### src/rtl/spi_cmd_decoder_pkg.sv
// Shared definitions for the SPI command decoder and tone register bank.
// Covers FSM state encoding, command byte fields and the tone register map.
package spi_cmd_decoder_pkg;

    typedef enum logic [1:0] {
        IDLE = 2'd0,
        CMD  = 2'd1,
        DATA = 2'd2,
        HOLD = 2'd3
    } state_t;

    localparam int CMD_AUTO_INC_BIT = 7;

    // Register-map indices consumed by the tone channels
    localparam int REG_TONE_A_LO = 0;
    localparam int REG_TONE_A_HI = 1;
    localparam int REG_TONE_B_LO = 2;
    localparam int REG_TONE_B_HI = 3;
    localparam int REG_TONE_C_LO = 4;
    localparam int REG_TONE_C_HI = 5;
    localparam int REG_NOISE     = 6;
    localparam int REG_MIXER     = 7;
    localparam int REG_VOL_A     = 8;
    localparam int REG_VOL_B     = 9;
    localparam int REG_VOL_C     = 10;

endpackage

### src/rtl/spi_reg_bank.sv
// Tone register bank: single write port, flat read bus.
// With SHADOW_COMMIT_EN defined, writes land in a shadow bank committed when the transaction ends.
module spi_reg_bank
    import spi_cmd_decoder_pkg::*;
#(
    parameter int ADDR_WIDTH = 4,
    parameter int DATA_WIDTH = 8
) (
    input  logic                                  clk,
    input  logic                                  reset,
    input  logic                                  wr_en,
    input  logic [ADDR_WIDTH-1:0]                 wr_addr,
    input  logic [DATA_WIDTH-1:0]                 wr_data,
    input  logic                                  txn_active,
    output logic [DATA_WIDTH*(2**ADDR_WIDTH)-1:0] regs
);

    localparam int NUM_REGS = 2**ADDR_WIDTH;

    logic [DATA_WIDTH-1:0] active_q [NUM_REGS];

`ifdef SHADOW_COMMIT_EN
    logic [DATA_WIDTH-1:0] shadow_q [NUM_REGS];
    logic                  dirty;

    // Commit only after at least one write, so empty transactions leave active untouched
    always_ff @(posedge clk) begin
        if (reset) begin
            for (int i = 0; i < NUM_REGS; i++) begin
                active_q[i] <= '0;
                shadow_q[i] <= '0;
            end
            dirty <= 1'b0;
        end else begin
            if (wr_en) begin
                shadow_q[wr_addr] <= wr_data;
                dirty             <= 1'b1;
            end
            if (!txn_active && dirty) begin
                for (int i = 0; i < NUM_REGS; i++) begin
                    active_q[i] <= shadow_q[i];
                end
                dirty <= 1'b0;
            end
        end
    end
`else
    always_ff @(posedge clk) begin
        if (reset) begin
            for (int i = 0; i < NUM_REGS; i++) begin
                active_q[i] <= '0;
            end
        end else if (wr_en) begin
            active_q[wr_addr] <= wr_data;
        end
    end
`endif

    for (genvar g = 0; g < NUM_REGS; g++) begin : g_flat
        assign regs[g*DATA_WIDTH +: DATA_WIDTH] = active_q[g];
    end

endmodule

### src/rtl/spi_cmd_decoder.sv
// Decodes SPI transactions (command byte + data bytes) into tone register writes.
// Optional SHADOW_COMMIT_EN makes multi-register updates atomic per transaction.
module spi_cmd_decoder
    import spi_cmd_decoder_pkg::*;
#(
    parameter int ADDR_WIDTH = 4,
    parameter int DATA_WIDTH = 8
) (
    input  logic                                  clk_in,
    input  logic                                  reset_in,
    input  logic [7:0]                            rx_data_in,
    input  logic                                  rx_valid_in,
    input  logic                                  transaction_valid_in,
    output logic [DATA_WIDTH*(2**ADDR_WIDTH)-1:0] regs_out,
    output logic                                  wr_strobe_out,
    output logic [ADDR_WIDTH-1:0]                 wr_addr_out,
    output logic                                  cmd_error_out,
    output logic [1:0]                            state_out
);

    state_t                state, state_nxt;
    logic [ADDR_WIDTH-1:0] addr_ptr, addr_nxt;
    logic                  auto_inc, auto_nxt;
    logic                  wr_en;
    logic                  err_set;

    assign state_out = state;

    // Chip-select release overrides everything, dropping any byte in that cycle
    always_comb begin
        state_nxt = state;
        addr_nxt  = addr_ptr;
        auto_nxt  = auto_inc;
        wr_en     = 1'b0;
        err_set   = 1'b0;
        if (!transaction_valid_in) begin
            state_nxt = IDLE;
        end else begin
            case (state)
                IDLE: state_nxt = CMD;
                CMD: begin
                    if (rx_valid_in) begin
                        addr_nxt  = rx_data_in[ADDR_WIDTH-1:0];
                        auto_nxt  = rx_data_in[CMD_AUTO_INC_BIT];
                        state_nxt = DATA;
                    end
                end
                DATA: begin
                    if (rx_valid_in) begin
                        wr_en = 1'b1;
                        if (auto_inc) begin
                            addr_nxt = addr_ptr + 1'b1;
                        end else begin
                            state_nxt = HOLD;
                        end
                    end
                end
                HOLD: begin
                    if (rx_valid_in) begin
                        err_set = 1'b1;
                    end
                end
                default: state_nxt = IDLE;
            endcase
        end
    end

    always_ff @(posedge clk_in) begin
        if (reset_in) begin
            state         <= IDLE;
            addr_ptr      <= '0;
            auto_inc      <= 1'b0;
            wr_strobe_out <= 1'b0;
            wr_addr_out   <= '0;
            cmd_error_out <= 1'b0;
        end else begin
            state         <= state_nxt;
            addr_ptr      <= addr_nxt;
            auto_inc      <= auto_nxt;
            wr_strobe_out <= wr_en;
            if (wr_en) begin
                wr_addr_out <= addr_ptr;
            end
            if (err_set) begin
                cmd_error_out <= 1'b1;
            end
        end
    end

    spi_reg_bank #(
        .ADDR_WIDTH(ADDR_WIDTH),
        .DATA_WIDTH(DATA_WIDTH)
    ) u_bank (
        .clk       (clk_in),
        .reset     (reset_in),
        .wr_en     (wr_en),
        .wr_addr   (addr_ptr),
        .wr_data   (rx_data_in[DATA_WIDTH-1:0]),
        .txn_active(transaction_valid_in),
        .regs      (regs_out)
    );

endmodule

### config.mk
export PLATFORM = sky130hd
export DESIGN_NAME = spi_cmd_decoder
export DESIGN_NICKNAME = d
export VERILOG_FILES = /design/src/rtl/spi_cmd_decoder_pkg.sv /design/src/rtl/spi_reg_bank.sv /design/src/rtl/spi_cmd_decoder.sv
export SDC_FILE = /design/constraint.sdc
export NUM_CORES = 1
export LEC_CHECK = 0
export CORE_MARGIN = 4
export CORE_UTILIZATION = 35
export CTS_CLUSTER_SIZE = 20
export DETAILED_ROUTE_END_ITERATION = 8
export GPL_TIMING_DRIVEN = 0
export PLACE_DENSITY = 0.7
export SYNTH_ARGS = -nofsm -noshare
export SYNTH_HDL_FRONTEND = slang
export SYNTH_SLANG_ARGS = --single-unit
### constraint.sdc
create_clock -name clk_in -period 4.7 [get_ports clk_in]
set_clock_uncertainty 0.05 [all_clocks]
set_input_delay 0.94 -clock clk_in [delete_from_list [all_inputs] [get_ports clk_in]]
set_output_delay 0.94 -clock clk_in [all_outputs]
set_load 0.01 [all_outputs]
==> impl_metrics.toml, run 1 <==
[synth]
syn_nets = 428
syn-cell-area_mm2 = 0.00549
seq_area_frac_synth_pct = 74.8
syn_inst = 409
synthTopCellsByArea = "edfxtp_1 (70%), nor2_1 (9.5%), dfxtp_1 (4.7%)"
yosys.area.top_type = "edfxtp_1"
ys_seq_elements = 141
synthDistinctLibCells = 33
synth_top_flop_cell = "edfxtp_1"
async_flop_share_pct = 0
syn_avg_cell_area_um2 = 13.4
ys_warn_count = 0
synth_edf_count = 128
synth_top_area_share_pct = 70.1

[die]
io_pins = 148
die_area_mm2 = 0.0177
rows = 45
die_h_um = 133
start_util_pct = 36.0
core-area_mm2 = 0.0153
dieWidth_um = 133

[worst_setup_path]
timing.rr.end = "u_bank.active_q[15][0]$_SDFFCE_PN0P_"
max_stage_delay_ns = 0.74
path_cells = "clkdlybuf4s50_1, clkbuf_1, nor3_4, nand2_2, o21bai_1"
crit_slowest_cell = "o21bai_1"
crit_fanout = 10
startpoint = "reset_in"
cp.arrival_ns = 3.14
regToRegSetupSlack_ns = 1.96
crit_required_ns = 4.68
cp-start-kind = "input port"
end_kind = "flip-flop"
reg2regPathDepth = 7
r2r_start = "state_out[0]$_SDFFE_PP0P_"
crit_cells = 5
crit_path_end = "u_bank.active_q[15][0]$_SDFFCE_PN0P_"
crit_type = "input port to flip-flop"
cp_top_family = "simple AND/OR/NAND/NOR gates"
crit_buf_inv = 2

[clocking]
numCtsBuffers = 17
postCtsSetupRepairBufs = 0
clkLatencyLatePin_ns = 0.41
cts_tree = "done"
h-tree-depth = 4
clock_path_buffers = 2
cts_root_buf = "clkbuf_16"
cts_resized = 0
clkSinkCount = 141
clk_pin_slew_worst_paths_ns = 0.06
cts_hold_buffers = 0

[drt]
route.detailed.drc = 0
vias = 3759
drtIter0Drc = 228
via_per_inst = 4.70
first_pass_iters = 6
wire_per_inst_um = 18.2
drtAntennaViolNets = 0
routed_wl_um = 14600

[power]
combPwrFrac_pct = 6.3
pwr-share-clk_pct = 45.4
switchingPower_w = 0.000597
p_total_w = 0.00293
power.density_mw_per_mm2 = 375
intPower_w = 0.00234
p_leak_nw = 2.69
irDropWorstVdd_v = 0.000248
seq_power_share_pct = 48.4
sw_frac_of_total_pct = 20.4

[timing]
final-hold-violation-count = 0
fin_crit_sh_pct = 67.4
slew_headroom_pct = 43.3
tightest_slew_ns = 0.849
min_period_ns = 3.17
setup_violations = 0
rsz0062_at_grt = "false"
max_clock_freq_mhz = 316
final-max-slew-violation-count = 0
finalSetupTns_ns = 0

[final_layout]
syn2layout_area_growth_pct = 42.8
num-fill-cells = 1301
fin_nets = 594
stdcell_area_mm2 = 0.00784
layout-drive-gt1-share_pct = 9.35
n_antenna_cell = 0

[place]
gp_congestion = 0.819
placed_area_mm2 = 0.00722
portBuffers = 147
hpwl_um = 10700

[flow_run]
max-cap-violations = 0

[grt]
grt_pass1_wl_um = 22200
gr-total-overflow = 0
grtUsageTotal_pct = 16.6
grt_antenna_before_repair = 0
grt_max_degree = 17
grt_pass1_vias = 3915

[worst_hold_path]
hp-class = "flip-flop to flip-flop"

[outcome]
status = "completed"
## through the flow
step                cells  worst slack (ns)  util [%]  hold WS [ns]
floorplan             409              2.12         -         0.437
global placement      767              1.19      47.3         0.412
detailed placement    767              1.10      47.3         0.414
CTS                   799              1.54      51.4         0.443
global route          799              1.37      51.4         0.495
finish                799              1.53      51.4         0.442
## sequential cells by signal, summed over array words and instances (netlist names)
| register | cells |
|---|---|
| addr_ptr | 4 |
| auto_inc | 1 |
| cmd_error_out | 1 |
| state_out | 2 |
| u_bank.active_q | 128 |
| wr_addr_out | 4 |
| wr_strobe_out | 1 |
## placed cells by master (no fill, tap or decap), drive strengths merged, types with 2 or more instances in the layout
cell type,netlist,routed
nand2,38,38
a21oi,5,5
dfxtp,13,13
clkinv,0,2
clkdlybuf4s50,0,147
buf,13,13
mux2i,5,5
o21bai,12,12
nand3,4,4
edfxtp,128,128
ha,7,7
a31o,4,4
nor2b,5,5
nor3,2,2
o21ai,3,3
nor2,139,139
nand3b,2,2
clkbuf,7,33
nand2b,4,4
inv,5,8
## cells in the mapped netlist (all sizes together), types with 2 or more instances
library cell and count:
edfxtp 128, inv 5, a31o 4, o21bai 12
a21oi 5, nand2b 4, nor2b 5, o21ai 3
nand3b 2, nor3 2, mux2i 5, nand3 4
nand2 38, clkbuf 7, nor2 139, buf 13
dfxtp 13, ha 7
## worst reg2reg max path: cells and delay by family (launching register included)
kind,cells,cell delay [ns]
buf+inv,3,0.34
compound gates,1,0.74
simple gates,2,0.72
fa+ha+maj,1,0.15
flops,1,0.36
## logic make-up (layout without fill, tap and decap cells)
family                     after synthesis  after routing  share of synthesized area (%)
AOI/OAI and AO/OA                       33             33                           4.29
buffers and inverters                   25            204                           3.49
DFF                                    141            141                           74.8
adders and majority gates                7              7                           1.60
muxes                                    5              5                          0.912
and+or+nand+nor                        198            198                           14.9
## power groups by stage
stage                     sequential, W  combinational, W  clock [W]
after floorplan                 0.00146         0.0000472          0
after global placement          0.00145          0.000183          0
after detailed placement        0.00145          0.000185          0
after CTS                       0.00142          0.000186    0.00135
after global routing            0.00142          0.000196    0.00140
final                           0.00142          0.000184    0.00133
## layout make-up
class,instances,area [um2],share of cell area [%]
clock buffers,26,574,7.33
repair buffers,147,1470,18.8
multi-input cells,243,1190,15.2
flip-flops and latches,141,4100,52.4
inverters,5,18.8,0.240
clock inverters,6,40.0,0.511
plain buffers,20,173,2.20
well taps,211,264,3.37
## routing by layer
metal	global-route usage [%]	vias up	wire length (um)
met3	5.36	26	1220
met5	0	-	0
li1	-	1761	-
met2	27.6	176	7160
met4	7.37	0	361
met1	19.8	1796	5840
## how the worst min path moves through the flow
stage,start,endpoint,slack (ns),cells past startpoint
after floorplan,auto_inc$_SDFFE_PP0P_,auto_inc$_SDFFE_PP0P_,0.44,2
after global placement,cmd_error_out$_SDFFE_PP0P_,cmd_error_out$_SDFFE_PP0P_,0.41,2
after detailed placement,cmd_error_out$_SDFFE_PP0P_,cmd_error_out$_SDFFE_PP0P_,0.41,2
after CTS,cmd_error_out$_SDFFE_PP0P_,cmd_error_out$_SDFFE_PP0P_,0.44,2
after global routing,wr_addr_out[2]$_SDFFE_PP0P_,wr_addr_out[2]$_SDFFE_PP0P_,0.50,2
final,cmd_error_out$_SDFFE_PP0P_,cmd_error_out$_SDFFE_PP0P_,0.44,2
Power figures use the tool's default switching activity.
==> run 2: changes to the inputs <==
- clock period: 4.7 -> 3 ns (I/O delays scaled with it)
==> results of run 2 <==
The final DEF is identical to that of run 1. Status: completed.
Main changes from that run: setup slack after placement 1.10 ns -> -0.263 ns; setup slack after layout 1.53 ns -> 0.175 ns; register-to-register setup slack 1.96 ns -> 0.26 ns; total power 0.00293 W -> 0.00460 W; worst IR drop on VDD 0.000248 V -> 0.000389 V
==> run 3: changes to the inputs <==
- CORE_UTILIZATION: 35 -> 48
- PLACE_DENSITY: 0.7 -> 0.88
==> run 3 against run 2 <==
Compared with the run above: core utilization rose by 19 points; combinational power barely moved; global-route usage rose by 5.8 points; count of clock-buffer cells in the layout fell by 7; sequential cell count did not move; sequential power barely moved; design area fell by 1.2%; sequential share of layout area rose by 0.66 points; wire length fell by 0.91%; die area fell by 26%; via count rose by 4.0%; power rose by 1.1%; largest cell class unchanged.
==> impl_metrics.toml, run 3 (synthesized netlist as in run 1, its figures left out) <==
[outcome]
status = "completed"

[clocking]
postCtsSetupRepairBufs = 0
cts_hold_buffers = 0
numCtsBuffers = 17
clk_pin_slew_worst_paths_ns = 0.06
cts_resized = 0
h-tree-depth = 4
cts_tree = "done"
clkLatencyLatePin_ns = 0.41
clock_path_buffers = 2
cts_root_buf = "clkbuf_16"
clkSinkCount = 141

[worst_setup_path]
crit_cells = 5
crit_buf_inv = 2
cp.arrival_ns = 2.79
regToRegSetupSlack_ns = 0.26
crit_type = "input port to flip-flop"
path_cells = "clkdlybuf4s50_1, clkbuf_1, nor3_4, nand2_2, o21bai_1"
max_stage_delay_ns = 0.75
crit_required_ns = 2.99
timing.rr.end = "u_bank.active_q[13][4]$_SDFFCE_PN0P_"
cp-start-kind = "input port"
cp_top_family = "compound AO/OA/AOI/OAI gates"
crit_fanout = 10
reg2regPathDepth = 7
r2r_start = "state_out[0]$_SDFFE_PP0P_"
end_kind = "flip-flop"
crit_slowest_cell = "o21bai_1"

[flow_run]
max-cap-violations = 0

[worst_hold_path]
hold_path_depth = 2
hp-start = "wr_addr_out[1]$_SDFFE_PP0P_"
worstHoldEndpoint = "wr_addr_out[1]$_SDFFE_PP0P_"
hp-class = "flip-flop to flip-flop"

[drt]
first_pass_iters = 5
routed_wl_um = 14400
drtAntennaViolNets = 0
via_per_inst = 5.37
drtIter0Drc = 485
route.detailed.drc = 0
wire_per_inst_um = 19.8
vias = 3908

[final_layout]
layout_common_cells = "clkdlybuf4s50_1 (147), nor2_1 (139), edfxtp_1 (128)"
fin_nets = 594
n_antenna_cell = 0
reg_top3 = "u_bank.active_q x128, addr_ptr x4, wr_addr_out x4"
largest_register_ffs = 128
num-fill-cells = 723
layout-drive-gt1-share_pct = 8.84
max_flop_register = "u_bank.active_q"
syn2layout_area_growth_pct = 41.0
final_common_cell = "clkdlybuf4s50_1"
stdcell_area_mm2 = 0.00774

[die]
core-area_mm2 = 0.0110
die_area_mm2 = 0.0132
start_util_pct = 49.7
die_h_um = 115
dieWidth_um = 115
io_pins = 148
rows = 38

[timing]
fin_crit_sh_pct = 93.3
rsz0062_at_grt = "false"
setup_violations = 0
slew_headroom_pct = 41.9
final-max-slew-violation-count = 0
tightest_slew_ns = 0.870
max_clock_freq_mhz = 357
finalSetupTns_ns = 0
final-hold-violation-count = 0
min_period_ns = 2.80

[grt]
grt_pass1_vias = 3947
grtUsageTotal_pct = 22.4
grt_pass1_wl_um = 21800
grt_max_degree = 17
gr-total-overflow = 0
grt_antenna_before_repair = 0

[place]
gp_congestion = 0.876
placed_area_mm2 = 0.00713
portBuffers = 147
hpwl_um = 10200

[power]
irDropWorstVdd_v = 0.000402
power.density_mw_per_mm2 = 601
p_leak_nw = 2.67
[run 3: metal layers]
metal,wire length (um),GRT usage [%],vias up
met2,7590,38.9,236
met5,0,0,-
li1,-,-,1754
met4,478,11.3,0
met1,5200,25.9,1877
met3,1180,5.26,41
[run 3: final cells by class]
cell class	instances	area [um2]	area share (%)
Clock buffer	19	433	5.59
Buffer	20	173	2.23
Tap cell	140	175	2.26
Timing Repair Buffer	147	1470	19.0
Inverter	5	18.8	0.243
Sequential cell	141	4100	53.0
Clock inverter	13	173	2.23
Multi-Input combinational cell	243	1190	15.4
[run 3: worst reg2reg max path: stages (launching register included)]
cell and delay, ns:
dfxtp_1 0.35, inv_1 0.07, ha_1 0.16, buf_6 0.13, inv_1 0.14, nor3_4 0.45
nand2_2 0.27, o21bai_1 0.75
[run 3: worst max-delay path by stage]
stage	start	end	slack (ns)
after floorplan	state_out[1]$_SDFFE_PP0P_	u_bank.active_q[10][0]$_SDFFCE_PN0P_	0.74
after global placement	reset_in	u_bank.active_q[13][1]$_SDFFCE_PN0P_	-0.1
after detailed placement	reset_in	u_bank.active_q[14][3]$_SDFFCE_PN0P_	-0.20
after CTS	reset_in	u_bank.active_q[14][6]$_SDFFCE_PN0P_	0.22
after global routing	reset_in	u_bank.active_q[14][5]$_SDFFCE_PN0P_	0.12
final	reset_in	u_bank.active_q[13][4]$_SDFFCE_PN0P_	0.20
[run 3: metrics by stage]
stage	hold WS (ns)	cells	total power, W	utilization (%)	worst slack [ns]
global route	0.506	728	0.00477	70.2	0.120
global placement	0.427	696	0.00254	64.7	-0.0958
floorplan	0.437	409	0.00237	-	0.737
CTS	0.467	728	0.00465	70.2	0.223
finish	0.464	728	0.00465	70.2	0.201
detailed placement	0.446	696	0.00255	64.7	-0.204
[run 3: power breakdown]
group	switching (W)	internal [W]	total (W)
clock network	0.000760	0.00138	0.00214
registers	0.0000237	0.00220	0.00222
logic	0.000150	0.000138	0.000288
